$ cat config.mk
export PLATFORM = sky130hd
export DESIGN_NAME = univ_shift_reg_flat
export DESIGN_NICKNAME = d
export VERILOG_FILES = /design/src/rtl/univ_shift_reg_if.sv /design/src/rtl/univ_shift_reg.sv /design/src/flat_wrapper.sv
export SDC_FILE = /design/constraint.sdc
export NUM_CORES = 1
export LEC_CHECK = 0
export CAP_MARGIN = 10
export CORE_MARGIN = 4
export CORE_UTILIZATION = 50
export DETAILED_ROUTE_END_ITERATION = 16
export HOLD_SLACK_MARGIN = 0.08
export PLACE_DENSITY = 0.92
export SYNTH_ARGS = -nofsm -noshare
export SYNTH_HDL_FRONTEND = slang
export SYNTH_SLANG_ARGS = --single-unit
$ cat constraint.sdc
create_clock -name clk -period 4 [get_ports clk]
set_input_delay 1.2 -clock clk [delete_from_list [all_inputs] [get_ports clk]]
set_output_delay 1.2 -clock clk [all_outputs]
set_load 0.005 [all_outputs]
$ cat src/rtl/univ_shift_reg_if.sv
// univ_shift_reg_if: control/data bundle for univ_shift_reg.
//   present  preset request, active-low, synchronous
//   en       mode enable; 0 holds the register
//   mode     operation select
//   d_in     parallel load data
//   ser_r    serial bit entering the LSB on shift-left
//   ser_l    serial bit entering the MSB on shift-right
//   q_out    register contents
//   q_bar    bitwise complement of q_out
//   so_out   registered shifted-out / carry / borrow bit
// master drives the controls; slave is the register itself.
interface univ_shift_reg_if #(
    parameter int unsigned WIDTH = 8
);
    logic             present;
    logic             en;
    logic [2:0]       mode;
    logic [WIDTH-1:0] d_in;
    logic             ser_r;
    logic             ser_l;
    logic [WIDTH-1:0] q_out;
    logic [WIDTH-1:0] q_bar;
    logic             so_out;

    modport master (
        output present, en, mode, d_in, ser_r, ser_l,
        input  q_out, q_bar, so_out
    );

    modport slave (
        input  present, en, mode, d_in, ser_r, ser_l,
        output q_out, q_bar, so_out
    );
endinterface

$ cat src/rtl/univ_shift_reg.sv
// univ_shift_reg: WIDTH-bit universal register. Holds, loads, shifts, rotates or counts
// up/down under a 3-bit mode select, with a registered shift-out/carry/borrow bit.
//   clk   rising-edge clock
//   clr   asynchronous clear, active-low; zeroes q_out and so_out immediately
//   bus   univ_shift_reg_if.slave: present, en, mode, d_in, ser_r, ser_l in;
//         q_out, q_bar, so_out out
// Priority at each edge: clr > present > en=0 (hold) > mode.
module univ_shift_reg #(
    parameter int unsigned WIDTH = 8
) (
    input  logic            clk,
    input  logic            clr,
    univ_shift_reg_if.slave bus
);

    typedef enum logic [2:0] {
        ModeHold    = 3'b000,
        ModeLoad    = 3'b001,
        ModeShl     = 3'b010,
        ModeShr     = 3'b011,
        ModeRol     = 3'b100,
        ModeRor     = 3'b101,
        ModeCntUp   = 3'b110,
        ModeCntDown = 3'b111
    } mode_e;

    localparam logic [WIDTH-1:0] One = {{(WIDTH-1){1'b0}}, 1'b1};

    logic [WIDTH-1:0] q_q, q_d;
    logic             so_q, so_d;
    logic [WIDTH:0]   sum_up;

    // Extra bit captures the carry out of the increment.
    assign sum_up = {1'b0, q_q} + {1'b0, One};

    always_comb begin
        q_d  = q_q;
        so_d = so_q;
        if (!bus.present) begin
            q_d  = '1;
            so_d = 1'b0;
        end else if (bus.en) begin
            // Each arm reads only the inputs it consumes, so X on unused inputs stays out.
            case (mode_e'(bus.mode))
                ModeHold: ;
                ModeLoad: q_d = bus.d_in;
                ModeShl: begin
                    q_d  = {q_q[WIDTH-2:0], bus.ser_r};
                    so_d = q_q[WIDTH-1];
                end
                ModeShr: begin
                    q_d  = {bus.ser_l, q_q[WIDTH-1:1]};
                    so_d = q_q[0];
                end
                ModeRol: begin
                    q_d  = {q_q[WIDTH-2:0], q_q[WIDTH-1]};
                    so_d = q_q[WIDTH-1];
                end
                ModeRor: begin
                    q_d  = {q_q[0], q_q[WIDTH-1:1]};
                    so_d = q_q[0];
                end
                ModeCntUp: begin
                    q_d  = sum_up[WIDTH-1:0];
                    so_d = sum_up[WIDTH];
                end
                ModeCntDown: begin
                    q_d  = q_q - One;
                    so_d = (q_q == '0);
                end
                default: ;
            endcase
        end
    end

    always_ff @(posedge clk or negedge clr) begin
        if (!clr) begin
            q_q  <= '0;
            so_q <= 1'b0;
        end else begin
            q_q  <= q_d;
            so_q <= so_d;
        end
    end

    assign bus.q_out  = q_q;
    assign bus.q_bar  = ~q_q;
    assign bus.so_out = so_q;

endmodule

$ cat src/flat_wrapper.sv
// flat-port wrapper written by rule: the top's interface ports become plain ports
module univ_shift_reg_flat 
#(
    parameter int unsigned WIDTH = 8
)
  (clk, clr, bus_present, bus_en, bus_mode, bus_d_in, bus_ser_r, bus_ser_l, bus_q_out, bus_q_bar, bus_so_out);
  univ_shift_reg_if #(.WIDTH(WIDTH)) bus_i ();
  input  logic clk;
  input  logic clr;
  input wire logic [$bits(bus_i.present)-1:0] bus_present;
  input wire logic [$bits(bus_i.en)-1:0] bus_en;
  input wire logic [$bits(bus_i.mode)-1:0] bus_mode;
  input wire logic [$bits(bus_i.d_in)-1:0] bus_d_in;
  input wire logic [$bits(bus_i.ser_r)-1:0] bus_ser_r;
  input wire logic [$bits(bus_i.ser_l)-1:0] bus_ser_l;
  output wire logic [$bits(bus_i.q_out)-1:0] bus_q_out;
  output wire logic [$bits(bus_i.q_bar)-1:0] bus_q_bar;
  output wire logic [$bits(bus_i.so_out)-1:0] bus_so_out;
  assign bus_i.present = bus_present;
  assign bus_i.en = bus_en;
  assign bus_i.mode = bus_mode;
  assign bus_i.d_in = bus_d_in;
  assign bus_i.ser_r = bus_ser_r;
  assign bus_i.ser_l = bus_ser_l;
  assign bus_q_out = bus_i.q_out;
  assign bus_q_bar = bus_i.q_bar;
  assign bus_so_out = bus_i.so_out;
  univ_shift_reg #(.WIDTH(WIDTH)) u_core (.clk(clk), .clr(clr), .bus(bus_i));
endmodule
Yosys cells after proc, flatten, opt, wreduce, memory -nomap -nowiden
Index checks and enable logic that the tools add are counted.
{"block": "word_totals", "reg_bits": 9}
{"block": "classes", "n_addsub": 2, "eq_ne": 10, "muxes": 6, "bitwise_logic": 1, "reduce_logical": 5}
{"op": "case mux 8 bit (7 select lines)", "count": 1}
{"op": "two-way mux 8 bit", "count": 2}
{"op": "equality test 3 bit (second input constant)", "count": 4}
{"op": "adder 8 x 1 -> 9 bit (second input constant)", "count": 1}
{"op": "logical NOT 8 bit", "count": 1}
{"op": "!= test 8 x 1 -> 1 bit (second input constant)", "count": 1}
{"op": "NOT 8 bit", "count": 1}
{"op": "subtractor 8 x 1 -> 8 bit (second input constant)", "count": 1}
{"op": "equality test 3 x 2 -> 1 bit (second input constant)", "count": 2}
{"op": "!= test 5 x 3 -> 1 bit (second input constant)", "count": 1}
{"op": "case mux 1 bit (4 select lines)", "count": 1}
{"op": "AND reduction 2 bit", "count": 2}
{"op": "OR reduction 2 bit", "count": 2}
{"op": "equality test 3 x 1 -> 1 bit (second input constant)", "count": 1}
{"op": "two-way mux 1 bit", "count": 2}
{"op": "!= test 2 x 1 -> 1 bit (second input constant)", "count": 1}

Depth between registers and ports, before layout
{"block": "depth", "ltp_word": 5, "mapped_depth": 8, "ltp_nobuf": 7}

Least setup slack after synthesis
No wires, ideal clock.
{"block": "synth_path", "path_type": "input port to flip-flop", "start": "in bus_mode[0]", "end": "reg u_core.q_q[6] (netlist: u_core.bus.q_out[6])", "setup_time_ps": 130, "arrival_time_ps": 2235, "setup_slack_ps": 1634, "path_stages": 6, "path_buffers": 3, "path_cell_list": "buf_2 -> buf_2 -> buf_4 -> a211oi_1 -> o41ai_1 -> a21oi_1"}
{"block": "synth_via", "elab_chain_len": 4, "word_cells_on_any_way": 12, "classes_between": "eq/ne: 8; mux: 3; reduce/logical: 1"}
{"item": "from (decl)", "line_no": "flat_wrapper.sv:12", "source": "input wire logic [$bits(bus_i.mode)-1:0] bus_mode;"}
{"item": "equality test 3 bit, or another cell as far along", "line_no": "univ_shift_reg.sv:44", "source": "case (mode_e'(bus.mode))"}
{"item": "case mux 8 bit (7 select lines)", "line_no": "univ_shift_reg.sv:44"}
{"item": "two-way mux 8 bit", "line_no": "univ_shift_reg.sv:42", "source": "end else if (bus.en) begin"}
{"item": "two-way mux 8 bit", "line_no": "univ_shift_reg.sv:39", "source": "if (!bus.present) begin"}
{"item": "to (signal assigned)", "line_no": "univ_shift_reg.sv:81", "source": "q_q <= q_d;"}
{"item": "to (decl)", "line_no": "univ_shift_reg.sv:29", "source": "logic [WIDTH-1:0] q_q, q_d;"}
Parallel ways exist; a longest one is shown, timed or not. The select of a mux whose other input is x is not followed.
A chain may end at the register's enable or synchronous reset.

Worst setup path after layout
{"block": "layout_path", "start": "in bus_mode[2]", "end": "reg u_core.q_q[7] (netlist: u_core.bus.q_out[7])"}
Same word-level chain as after synthesis.

==> impl_metrics.toml <==
[run_status]
status = "finished clean"

[worst_setup_path]
crit_end = "u_core.bus.q_out[7]$_DFFE_PN0P_"
path_cells = "clkdlybuf4s50_1 -> nand2_1 -> o41ai_1 -> o31ai_1 -> a21oi_1"
critical_path_cell_count = 5
r2r_start = "u_core.bus.q_out[1]$_DFFE_PN0P_"
rr_worst_depth = 7
rrSetupSlack_ns = 2.01
r2r_end = "u_core.bus.q_out[4]$_DFFE_PN0P_"
crit_path_end_kind = "register"
crit_path_max_incr_delay_ns = 0.83
required_ns = 4.20
startpoint_type = "primary input"
worstSetupStartpoint = "bus_mode[2]"
crit_family = "compound AO/OA/AOI/OAI gates"
critical_path_class = "primary input to register"
arrival_ns = 3.26
crit_slowest_cell = "clkdlybuf4s50_1"
critPathBufInv = 1
crit_fanout = 15

[clock_network]
clk_latency_ns = 0.27
cts-htree-levels = 1
cts_setup_buffers = 0
cts_made_buffers = 3
max-clock-path-buffers = 2
cts_resized = 0
cts_root_buffer = "clkbuf_4"
postCtsHoldBufs = 0
tritoncts = "built"
clkSinkCount = 9
cts.clk_slew.worst_paths_ns = 0.06

[global_route]
antenna_found_initial = 0
overflow = 0
grt_pass1_wl_um = 5133
grt_pass1_vias = 1164
grtUsageTotal = 0.2316
grt_max_degree = 16

[synthesis]
synth_seq_cells = 9
synth_edf_count = 0
ys_top_cells_by_area = "dfrtp_1, mux2i_1, a21oi_1"
synth_top_family_by_area = "compound AO/OA/AOI/OAI gates"
synth-simple-area-share = 0.2661
syn-cell-area_um2 = 1105
syn_nets = 164
ys_async_sr_fraction = 1.000
synth_xor_area_frac = 0.007928
yosys_warnings = 0
synthFlopType = "dfrtp_1"
synth_top_area_frac = 0.2039
synth.distinct_cells = 45
synth_compound_gate_area_share = 0.2752
synthCells = 144
yosysTopAreaCell = "dfrtp_1"
syn_avg_cell_area_um2 = 7.672
yosysSeqAreaShare = 0.2039
synth.area.mux_share = 0.09966
synthAdderAreaFrac = 0.04304

[pwr]
power_density_nw_per_um2 = 254.4
peakVddDrop_v = 0.0001844
p_leak_nw = 0.6028

[sta]
period_share = 0.7662
worst_slew_pin_slew_ns = 0.5645
min_period_ns = 3.065
setup_viol = 0
fmaxAchievable_mhz = 326.3
finalMaxSlewViolations = 0
rsz0062_at_grt = "no"
relSlewSlack = 0.6225
hold_viol = 0
tns_ns = 0
finalClockSkew_ns = 0.001884

[floorplanning]
dieArea_um2 = 3026
num_io_pins = 34
die_w_um = 55.01
initial_core_util = 0.5464
coreArea_um2 = 2022
rows = 16
die_h_um = 55.01

[routing]
ant_nets = 0
drt_iter0_markers = 77
wl_um = 3224
vias = 1238
wire_per_inst_um = 16.53
drc = 0
routed_via_density = 6.349
dr.pass1.iters = 5

[layout]
n_antenna_cell = 0
finish.utilization = 0.7030
drive_above_1_share = 0.05357
fillCellCount = 161
area_growth_pct = 28.65
final_cells = 195
nets = 189

[placement]
gp_congestion = 0.9166
dpl.hpwl_um = 2269
port_buffers = 33
placed_cells = 191

[worst_hold_path]
holdPathStages = 2
hp-class = "register to register"

[job]
drv_cap = 0
-- where the power goes --
group	switching [mW]	internal [mW]
registers	0.0295	0.0998
clock network	0.0348	0.0386
logic	0.0744	0.0844
total	0.139	0.223
-- area by class of cell --
class,count,area (um2),area share
Sequential cell,9,225.2,0.1585
Tap cell,27,33.78,0.02377
Timing Repair Buffer,34,337.8,0.2377
Multi-Input combinational cell,112,764.5,0.5379
Inverter,9,33.78,0.02377
Clock buffer,4,26.28,0.01849
-- stage by stage --
| stage | hold WS [ns] | setup slack [ns] | total power [mW] | instance area, um2 |
|---|---|---|---|---|
| after floorplan | 0.5750 | 1.634 | 0.2194 | 1105 |
| after global placement | 0.5794 | 0.7894 | 0.2838 | 1395 |
| after detailed placement | 0.5883 | 0.7017 | 0.2856 | 1395 |
| after CTS | 0.6091 | 0.9897 | 0.3633 | 1421 |
| after global routing | 0.6753 | 0.8035 | 0.3871 | 1421 |
| final | 0.6064 | 0.9352 | 0.3616 | 1421 |
-- worst min-delay path by stage --
stage	startpoint	end	slack [ns]
after floorplan	u_core.bus.so_out$_DFFE_PN0P_	u_core.bus.so_out$_DFFE_PN0P_	0.58
final	u_core.bus.so_out$_DFFE_PN0P_	u_core.bus.so_out$_DFFE_PN0P_	0.61
after CTS	u_core.bus.so_out$_DFFE_PN0P_	u_core.bus.so_out$_DFFE_PN0P_	0.61
after global placement	u_core.bus.so_out$_DFFE_PN0P_	u_core.bus.so_out$_DFFE_PN0P_	0.58
after global routing	u_core.bus.so_out$_DFFE_PN0P_	u_core.bus.so_out$_DFFE_PN0P_	0.68
after detailed placement	u_core.bus.so_out$_DFFE_PN0P_	u_core.bus.so_out$_DFFE_PN0P_	0.59
-- synth_stat cells, types with 2 or more instances --
master / number
nor3_1: 4
o31ai_1: 3
a221oi_1: 4
nor4_2: 2
buf_6: 2
a21oi_1: 13
nand3_1: 3
o22ai_1: 3
a31oi_1: 3
o41ai_1: 3
nor2b_1: 5
clkbuf_1: 3
ha_1: 3
nor2_1: 11
mux2i_1: 11
nand2_1: 11
buf_2: 8
nor4_1: 2
o21a_1: 3
o21ai_0: 4
inv_1: 9
dfrtp_1: 9
nand4b_1: 2
nand2b_1: 2
-- worst min-delay path, delay by kind of cell (launching register included) --
kind | cells | cell delay [ns]
AOI/OAI and AO/OA | 2 | 0.22
DFF | 1 | 0.34
-- metal layers --
| layer | track usage | routed length, um |
|---|---|---|
| met1 | 0.2987 | 1402 |
| met2 | 0.3780 | 1451 |
| met3 | 0.04290 | 311 |
| met4 | 0.09312 | 57 |
| met5 | 0 | 0 |
-- cells by family (layout without fill, tap and decap cells) --
kind of cell	count (synthesis)	in the layout
AND/OR/NAND/NOR	51	51
adder cells (fa/ha/maj)	4	4
XOR/XNOR	1	1
buffers and inverters	23	47
multiplexers	11	11
AO/OA/AOI/OAI	45	45
flip-flops	9	9
-- cell usage in the layout (no fill, tap or decap), types with 2 or more instances in the layout --
cell type,count
nor4_2,2
nor3_1,4
nand4b_1,2
mux2i_1,11
clkdlybuf4s50_1,33
clkbuf_4,3
ha_1,3
nor4_1,2
o22ai_1,3
o21ai_0,4
dfrtp_1,9
nor2_1,11
inv_1,9
nand3_1,3
a21oi_1,13
nand2b_1,2
o21a_1,3
o31ai_1,3
nor2b_1,5
a221oi_1,4
o41ai_1,3
nand2_1,11
a31oi_1,3
-- state kept, by name (all words and copies together), names as in the netlist --
name               cells
u_core.bus.so_out      1
u_core.bus.q_out       8
Note: power is estimated with default switching activity, not from simulation.
